File: src/rtl/sm4_tlul_host.sv
// TL-UL host that drives one complete SM4 job (optional key load, one block) through the SM4 register map.
// Build option: define SM4_HOST_INTG_EN to generate A-channel integrity and check D-channel integrity.

package tlul_pkg;
    typedef struct packed {
        logic [6:0] cmd_intg;
        logic [6:0] data_intg;
    } tl_a_user_t;

    typedef struct packed {
        logic [6:0] rsp_intg;
        logic [6:0] data_intg;
    } tl_d_user_t;

    parameter tl_a_user_t TL_A_USER_DEFAULT = '0;

    typedef struct packed {
        logic        a_valid;
        logic [2:0]  a_opcode;
        logic [2:0]  a_param;
        logic [1:0]  a_size;
        logic [7:0]  a_source;
        logic [31:0] a_address;
        logic [3:0]  a_mask;
        logic [31:0] a_data;
        tl_a_user_t  a_user;
        logic        d_ready;
    } tl_h2d_t;

    typedef struct packed {
        logic        d_valid;
        logic [2:0]  d_opcode;
        logic [2:0]  d_param;
        logic [1:0]  d_size;
        logic [7:0]  d_source;
        logic        d_sink;
        logic [31:0] d_data;
        tl_d_user_t  d_user;
        logic        d_error;
        logic        a_ready;
    } tl_d2h_t;

    // 7-bit XOR fold shared by command, response and data integrity
    function automatic logic [6:0] intg_fold(input logic [63:0] x);
        logic [6:0] r;
        r = '0;
        for (int i = 0; i < 64; i++) r[i % 7] = r[i % 7] ^ x[i];
        return r;
    endfunction
endpackage

module sm4_tlul_host #(
    parameter logic [31:0] BASE_ADDR     = 32'h0,
    parameter logic [31:0] CTRL_OFFSET   = 32'h00,
    parameter logic [31:0] STATE_OFFSET  = 32'h04,
    parameter logic [31:0] KEY_OFFSET    = 32'h08,
    parameter logic [31:0] DATA_OFFSET   = 32'h18,
    parameter logic [31:0] RESULT_OFFSET = 32'h28,
    parameter logic [7:0]  SOURCE_ID     = 8'h0,
    parameter logic [15:0] POLL_LIMIT    = 16'd1024
) (
    input  logic                clk_i,
    input  logic                rst_i,
    output tlul_pkg::tl_h2d_t   tl_o,
    input  tlul_pkg::tl_d2h_t   tl_i,
    input  logic                job_valid_i,
    output logic                job_ready_o,
    input  logic                job_load_key_i,
    input  logic [127:0]        job_key_i,
    input  logic                job_decrypt_i,
    input  logic [127:0]        job_data_i,
    output logic                res_valid_o,
    input  logic                res_ready_i,
    output logic [127:0]        res_data_o,
    output logic                res_err_o,
    output logic                busy_o
);
    typedef enum logic [3:0] {
        IDLE, WR_KEY, KEXP_GO, KEXP_POLL, KEXP_END, WR_DATA,
        CLR_STATE, GO, DROP, DONE_POLL, RD_RES, RESP
    } state_e;

    state_e        state_q, state_d;
    logic [127:0]  key_q, key_d, data_q, data_d, res_q, res_d;
    logic          dec_q, dec_d, err_q, err_d;
    logic          a_valid_q, a_valid_d, outst_q, outst_d;
    logic [1:0]    idx_q, idx_d;
    logic [15:0]   poll_q, poll_d;

    logic          bus_state, is_read, rsp_done, rsp_err;
    logic [31:0]   offset, wdata;
    logic          unused_tl;

    // Address/data are pure functions of state and word index, so they stay stable while a_valid waits
    always_comb begin
        bus_state = 1'b1;
        is_read   = 1'b0;
        offset    = CTRL_OFFSET;
        wdata     = '0;
        case (state_q)
            WR_KEY: begin
                offset = KEY_OFFSET + {28'd0, idx_q, 2'b00};
                wdata  = key_q[{idx_q, 5'd0} +: 32];
            end
            KEXP_GO:  wdata = 32'h0000_0031;
            KEXP_POLL, DONE_POLL: begin
                offset  = STATE_OFFSET;
                is_read = 1'b1;
            end
            KEXP_END: wdata = 32'h0000_0011;
            WR_DATA: begin
                offset = DATA_OFFSET + {28'd0, idx_q, 2'b00};
                wdata  = data_q[{idx_q, 5'd0} +: 32];
            end
            CLR_STATE: offset = STATE_OFFSET;
            GO:        wdata  = {28'd0, 1'b1, dec_q, 2'b11};
            DROP:      wdata  = {28'd0, 1'b0, dec_q, 2'b11};
            RD_RES: begin
                offset  = RESULT_OFFSET + {28'd0, idx_q, 2'b00};
                is_read = 1'b1;
            end
            default: bus_state = 1'b0;
        endcase
    end

    always_comb begin
        tl_o           = '0;
        tl_o.a_valid   = a_valid_q;
        tl_o.a_opcode  = is_read ? 3'h4 : 3'h0;
        tl_o.a_size    = 2'd2;
        tl_o.a_source  = SOURCE_ID;
        tl_o.a_address = BASE_ADDR + offset;
        tl_o.a_mask    = 4'hF;
        tl_o.a_data    = is_read ? 32'h0 : wdata;
`ifdef SM4_HOST_INTG_EN
        tl_o.a_user.cmd_intg  = tlul_pkg::intg_fold({23'd0, tl_o.a_opcode, tl_o.a_address,
                                                     tl_o.a_mask, tl_o.a_size});
        tl_o.a_user.data_intg = tlul_pkg::intg_fold({32'd0, tl_o.a_data});
`else
        tl_o.a_user    = tlul_pkg::TL_A_USER_DEFAULT;
`endif
        tl_o.d_ready   = 1'b1;
    end

`ifdef SM4_HOST_INTG_EN
    assign rsp_err = tl_i.d_error
        || (tl_i.d_user.rsp_intg  != tlul_pkg::intg_fold({58'd0, tl_i.d_opcode, tl_i.d_size, tl_i.d_error}))
        || (tl_i.d_user.data_intg != tlul_pkg::intg_fold({32'd0, tl_i.d_data}));
`else
    assign rsp_err = tl_i.d_error;
`endif

    assign rsp_done  = outst_q && tl_i.d_valid;
    assign unused_tl = ^{tl_i.d_opcode, tl_i.d_param, tl_i.d_size, tl_i.d_source,
                         tl_i.d_sink, tl_i.d_user};

    always_comb begin
        state_d   = state_q;
        key_d     = key_q;
        data_d    = data_q;
        res_d     = res_q;
        dec_d     = dec_q;
        err_d     = err_q;
        a_valid_d = a_valid_q;
        outst_d   = outst_q;
        idx_d     = idx_q;
        poll_d    = poll_q;

        if (a_valid_q && tl_i.a_ready) begin
            a_valid_d = 1'b0;
            outst_d   = 1'b1;
        end else if (bus_state && !a_valid_q && !outst_q) begin
            a_valid_d = 1'b1;
        end

        if (rsp_done) begin
            outst_d = 1'b0;
            if (rsp_err) begin
                err_d   = 1'b1;
                state_d = RESP;
            end else begin
                case (state_q)
                    WR_KEY: begin
                        idx_d = idx_q + 2'd1;
                        if (idx_q == 2'd3) state_d = KEXP_GO;
                    end
                    KEXP_GO: begin
                        state_d = KEXP_POLL;
                        poll_d  = '0;
                    end
                    KEXP_POLL, DONE_POLL: begin
                        if (state_q == KEXP_POLL ? tl_i.d_data[1] : tl_i.d_data[0]) begin
                            state_d = (state_q == KEXP_POLL) ? KEXP_END : RD_RES;
                        end else begin
                            poll_d = poll_q + 16'd1;
                            if (poll_q + 16'd1 == POLL_LIMIT) begin
                                err_d   = 1'b1;
                                state_d = RESP;
                            end
                        end
                    end
                    KEXP_END: state_d = WR_DATA;
                    WR_DATA: begin
                        idx_d = idx_q + 2'd1;
                        if (idx_q == 2'd3) state_d = CLR_STATE;
                    end
                    CLR_STATE: state_d = GO;
                    GO:        state_d = DROP;
                    DROP: begin
                        state_d = DONE_POLL;
                        poll_d  = '0;
                    end
                    RD_RES: begin
                        res_d[{idx_q, 5'd0} +: 32] = tl_i.d_data;
                        idx_d = idx_q + 2'd1;
                        if (idx_q == 2'd3) state_d = RESP;
                    end
                    default: ;
                endcase
            end
        end

        case (state_q)
            IDLE: if (job_valid_i) begin
                key_d   = job_key_i;
                data_d  = job_data_i;
                dec_d   = job_decrypt_i;
                err_d   = 1'b0;
                idx_d   = '0;
                state_d = job_load_key_i ? WR_KEY : WR_DATA;
            end
            RESP: if (res_ready_i) state_d = IDLE;
            default: ;
        endcase
    end

    always_ff @(posedge clk_i or posedge rst_i) begin
        if (rst_i) begin
            state_q   <= IDLE;
            key_q     <= '0;
            data_q    <= '0;
            res_q     <= '0;
            dec_q     <= 1'b0;
            err_q     <= 1'b0;
            a_valid_q <= 1'b0;
            outst_q   <= 1'b0;
            idx_q     <= '0;
            poll_q    <= '0;
        end else begin
            state_q   <= state_d;
            key_q     <= key_d;
            data_q    <= data_d;
            res_q     <= res_d;
            dec_q     <= dec_d;
            err_q     <= err_d;
            a_valid_q <= a_valid_d;
            outst_q   <= outst_d;
            idx_q     <= idx_d;
            poll_q    <= poll_d;
        end
    end

    assign job_ready_o = (state_q == IDLE);
    assign busy_o      = (state_q != IDLE);
    assign res_valid_o = (state_q == RESP);
    assign res_data_o  = res_q;
    assign res_err_o   = err_q;
endmodule
File: config.mk
export PLATFORM = sky130hd
export DESIGN_NAME = sm4_tlul_host
export DESIGN_NICKNAME = d
export VERILOG_FILES = /design/src/rtl/sm4_tlul_host.sv
export SDC_FILE = /design/constraint.sdc
export NUM_CORES = 1
export LEC_CHECK = 0
export BUFFER_PORTS_ARGS = -buffer_cell sky130_fd_sc_hd__clkbuf_2
export CORE_AREA = 4 4 219 221
export DETAILED_ROUTE_END_ITERATION = 12
export DIE_AREA = 0 0 223 225
export PLACE_DENSITY = 0.77
export REMOVE_ABC_BUFFERS = 1
export SETUP_SLACK_MARGIN = 0.3
export SLEW_MARGIN = 40
export SYNTH_ARGS = -nofsm -noshare
export SYNTH_HDL_FRONTEND = slang
export SYNTH_SLANG_ARGS = --single-unit
File: constraint.sdc
create_clock -name clk_i -period 24.5 [get_ports clk_i]
set_clock_uncertainty 0.15 [all_clocks]
set_input_delay 2.45 -clock clk_i [delete_from_list [all_inputs] [get_ports clk_i]]
set_output_delay 2.45 -clock clk_i [all_outputs]
set_load 0.01 [all_outputs]
# Yosys cells after proc, flatten, opt, wreduce, memory -nomap -nowiden
# Index checks and enable logic that the tools add are counted.
# totals
reg_bits	410
inputBits	328
out_inout_bits	232
word_cells	94
# op_classes
addsub	6
eq_ne	14
n_shift	4
muxes	39
bitwise_logic	1
n_reduce_logical	20
# ops
op	count
$shiftx A128 B8 Y32	2
$pmux W32 S6	1
$bwmux W128	1
$shift A32 B9 Y128 const A	1
$shiftx A32 B9 Y128	1
$mux W4	10
$pmux W4 S9	1
$mux W32	1
$pmux W16 S2	1
$pmux W7 S4	1
$add A16 B1 Y16 const B	1
$eq A16 B11 Y1 const B	1
$eq A4 B3 Y1 const B	4
$eq A4 B4 Y1 const B	4
$mux W16	1
$mux W1	14
$mux W2	5
$reduce_or A10 Y1	1
$neg A7 Y9	1
$reduce_or A3 Y1	3
$eq A4 B2 Y1 const B	2
$pmux W4 S2	1
$add A6 B4 Y7 const A	1
$add A5 B4 Y6 const A	1
other kinds (16)	24

# Longest topological paths before layout
# depth
word_depth	9
mapped_depth	9

# Least setup slack after synthesis
# No wires, ideal clock.
# synth_timing
path_type	register to output
start	register state_q[3]
end	output tl_o[20] (netlist name)
arrival_time_ps	1965
required_ps	21900
slack_ps	19935
stages_incl_launch_ff	10
n_path_buf	3
cell_sequence	dfrtp_1 buf_6 nor3b_2 nand2_1 buf_4 buf_2 mux4_2 mux2_2 a22oi_1 nor2_1
# synth_lines
item	line_no	rtl
from (decl)	83	state_e state_q, state_d;
from (signal assigned)	250	state_q <= state_d;
to (decl)	64	output tlul_pkg::tl_h2d_t tl_o,

==> reports/results.tsv <==
stage	metric	value	unit
run_status	status	complete, no violations	
worst_setup_path	critical path depth	7	
yosys	EDFF count, synth	0	
worst_setup_path	CP top delay family	multiplexers	
cells_and_area	Ant. Diodes	0	
yosys	Synth Instances	2129	
placement	final HPWL from detailed placement	36.70	mm
die	DIE WIDTH	223	um
cts	Hold-fix buffers, CTS	0	
worst_setup_path	critical path type	register to output port	
placement	PortBufs	466	
grt	total congestion overflow	0	
worst_setup_path	critical path, cell by cell	nor3b_2, nand2_4, buf_6, mux4_2, mux2i_1, o21ai_0, clkbuf_2	
worst_setup_path	Crit. End Element	output port	
grt	vias in the first global route	16060	
worst_setup_path	Critical Path Max Stage Delay	880	ps
grt	first-pass GRT wire length	85.09	mm
worst_setup_path	r2r startpoint	state_q[1]$_DFF_PP0_	
worst_setup_path	CP Data Arrival Time	3910	ps
cells_and_area	fin nets	2858	
cells_and_area	most frequent cells in the layout	nand2_1 (1104), clkbuf_2 (466), dfrtp_1 (408)	
cts	clock-pin slew on the worst setup and hold paths	60	ps
cts	CTS H-tree depth	2	
worst_setup_path	crit path launch	state_q[1]$_DFF_PP0_	
cts	CTS tree	done	
die	num ports	560	
route	DRC viols	0	
hold_path	HP Class	register to register	
cells_and_area	Layout area overhead	21.09	%
worst_setup_path	R2R Path End	key_q[121]$_DFFE_PP0P_	
yosys	Main synth FF type	dfrtp_1	
sta	RSZ-0062 raised after global routing	false	
worst_setup_path	critical path required time	21900	ps
power_and_ir_drop	LEAKAGE	11.95	nW
cts	CTS resizes	0	
power_and_ir_drop	cell area power density	106.6	nW/um^2
cts	Max clock buf depth	3	
yosys	Yosys warnings	0	
worst_setup_path	reg2reg path depth	6	
cells_and_area	share of layout cells above drive strength 1	0.2530	
cts	CTS Buf Count	43	
cells_and_area	area of the multi-input gates	7908	sq um
worst_setup_path	worst path buffer plus inverter count	2	
sta	Fin Setup TNS	0	ps
cells_and_area	most common library cell in the layout ignoring fill and taps	nand2_1	
grt	largest net degree at the start of global routing	134	
sta	Slew @ Worst Pin	822.2	ps
cts	Clk Latency, worst-skew pair	560	ps
route	first-pass iteration count of the detailed router	9	
cts	Clock Root Buffer	clkbuf_16	
cells_and_area	Sequential cell area	10260	sq um
sta	final setup violating endpoints	0	
yosys	Yosys cell types	51	
worst_setup_path	crit-path max FO	49	
yosys	sequential fraction of the synthesis area	0.5417	
die	core area	46160	sq um
worst_setup_path	Worst R2R Setup Slack	20600	ps
yosys	syn_area_per_cell	8.896	sq um
sta	Final Critical Period	6515	ps
hold_path	WHS Path Cells	2	
route	post-route ant nets	0	
die	Placement Rows	79	
yosys	Yosys reg bits	410	
sta	fmax	0.1535	GHz
sta	Slew HR	0.4519	
flow_run	max cap viols	0	
sta	Fin. Hold Viols	0	
worst_setup_path	CP max stage cell	dfrtp_1	
hold_path	hold_sp	data_q[65]$_DFFE_PP0P_	
die	Initial Util	0.4103	
placement	RD Place Congestion	0.8791	
hold_path	Hold Path Sink	data_q[65]$_DFFE_PP0P_	
die	die area	50180	sq um
sta	hold slack	317.1	ps
route	number of DRC markers in iteration 0	1229	
route	WL final	54.40	mm
route	vias per cell	5.110	
route	via count	16150	
grt	initial antenna violation count	2	
cts	setup bufs post-CTS	0	
grt	gr usage total	0.2087	
yosys	Syn Std Cell Area	18940	sq um
power_and_ir_drop	maximum vdd ir drop	0.06680	mV
yosys	asr flop ratio synth	1.000	
worst_setup_path	crit path launch type	register	
route	post-DR wirelength/cell	17.21	um
sta	fin crit share	0.2659	
sta	max-slew violation count	0	
cells_and_area	FILL cells	4198	
cts	Clock Sinks	410	
die	Die Ht	225	um
## per-layer routing
layer  global-route usage  vias to the layer above  part of all wire
met2               0.3476                      737              0.48
li1                     -                     7534                 -
met5                    0                        -           0.00040
met1               0.2711                     7756              0.40
met3              0.05445                      116             0.091
met4              0.06323                        4             0.027
## report_power, final
part | leakage, nW | internal (mW) | switching (mW)
Sequential | 5.36 | 0.886 | 0.136
Combinational | 5.88 | 0.319 | 0.437
Clock | 0.709 | 0.393 | 0.275
Total | 11.9 | 1.60 | 0.847
## flip-flops by register name (all words and copies together) (netlist names), 2 cells and up
signal	count
data_q	128
res_data_o	128
poll_q	16
key_q	128
idx_q	2
state_q	4
## cell usage after synthesis, types with 2 or more instances
library cell  number  area share
a211oi_1           5      0.0020
a21oi_1           38       0.010
nor4_1             3     0.00099
ha_1               7      0.0046
xnor2_1            3      0.0014
o221ai_1           2     0.00093
inv_2              2     0.00040
nand3_1           12      0.0032
nor3b_1            4      0.0016
nor2_1            25      0.0050
buf_1              6      0.0012
nor2b_1            8      0.0026
buf_6              6      0.0036
nand2_1         1111        0.22
buf_4             67       0.027
mux4_2            63       0.075
o31ai_1            6      0.0024
mux2i_1            6      0.0032
conb_1             2     0.00040
mux2_2             3      0.0018
or2_2              2     0.00066
xor2_1             3      0.0014
clkbuf_1          86       0.017
o21ai_0          160       0.042
dfrtp_1          410        0.54
nand2b_1           4      0.0013
buf_2             30      0.0079
o22ai_1            3     0.00099
a22o_1             2     0.00093
nor3_1             9      0.0024
a2111oi_2          2      0.0016
a31oi_1            5      0.0017
inv_1              5     0.00099
and2_1             3     0.00099
o21a_1             3      0.0012
nand4_1            8      0.0026
## per-stage QoR
step,worst slack (ps),cells,utilization,instance area (sq um),total power [mW]
2_1_floorplan,10490,1994,-,18100,1.533
3_3_place_gp,18370,3084,0.4634,21390,1.745
3_5_place_dp,18540,3085,0.4651,21470,1.786
4_1_cts,17920,3160,0.4964,22910,2.465
5_1_grt,17690,3160,0.4968,22930,2.607
6_report,17990,3160,0.4968,22930,2.445
## area by class of cell
type	count	share of cell area
Clock inverter	12	0.005674
Multi-Input combinational cell	1576	0.3448
Tap cell	607	0.03312
Inverter	8	0.001637
Clock buffer	63	0.05729
Sequential cell	410	0.4475
Timing Repair Buffer	484	0.1100
## worst reg2reg max path, delay by kind of cell (launching register included)
family | cells | cell delay [ps]
simple gates | 4 | 1680
buf+inv | 2 | 1320
flops | 1 | 680
## how the worst max path moves through the flow
stage	end
4_1_cts	tl_o[16]
6_report	tl_o[16]
5_1_grt	tl_o[16]
3_5_place_dp	tl_o[16]
3_3_place_gp	tl_o[16]
2_1_floorplan	a_valid_q$_DFFE_PP0P_
## cell families (layout without fill, tap and decap cells)
logic type / after synthesis / after routing / share of synthesized area
compound gates: 234 / 234 / 0.06752
flops: 410 / 410 / 0.5417
mux: 73 / 73 / 0.08119
xor+xnor: 6 / 6 / 0.002775
simple gates: 1194 / 1194 / 0.2439
fa+ha+maj: 7 / 7 / 0.004624
buf+inv: 203 / 567 / 0.05787
other cells: 2 / 62 / 0.0003965
Power figures use the tool's default switching activity.
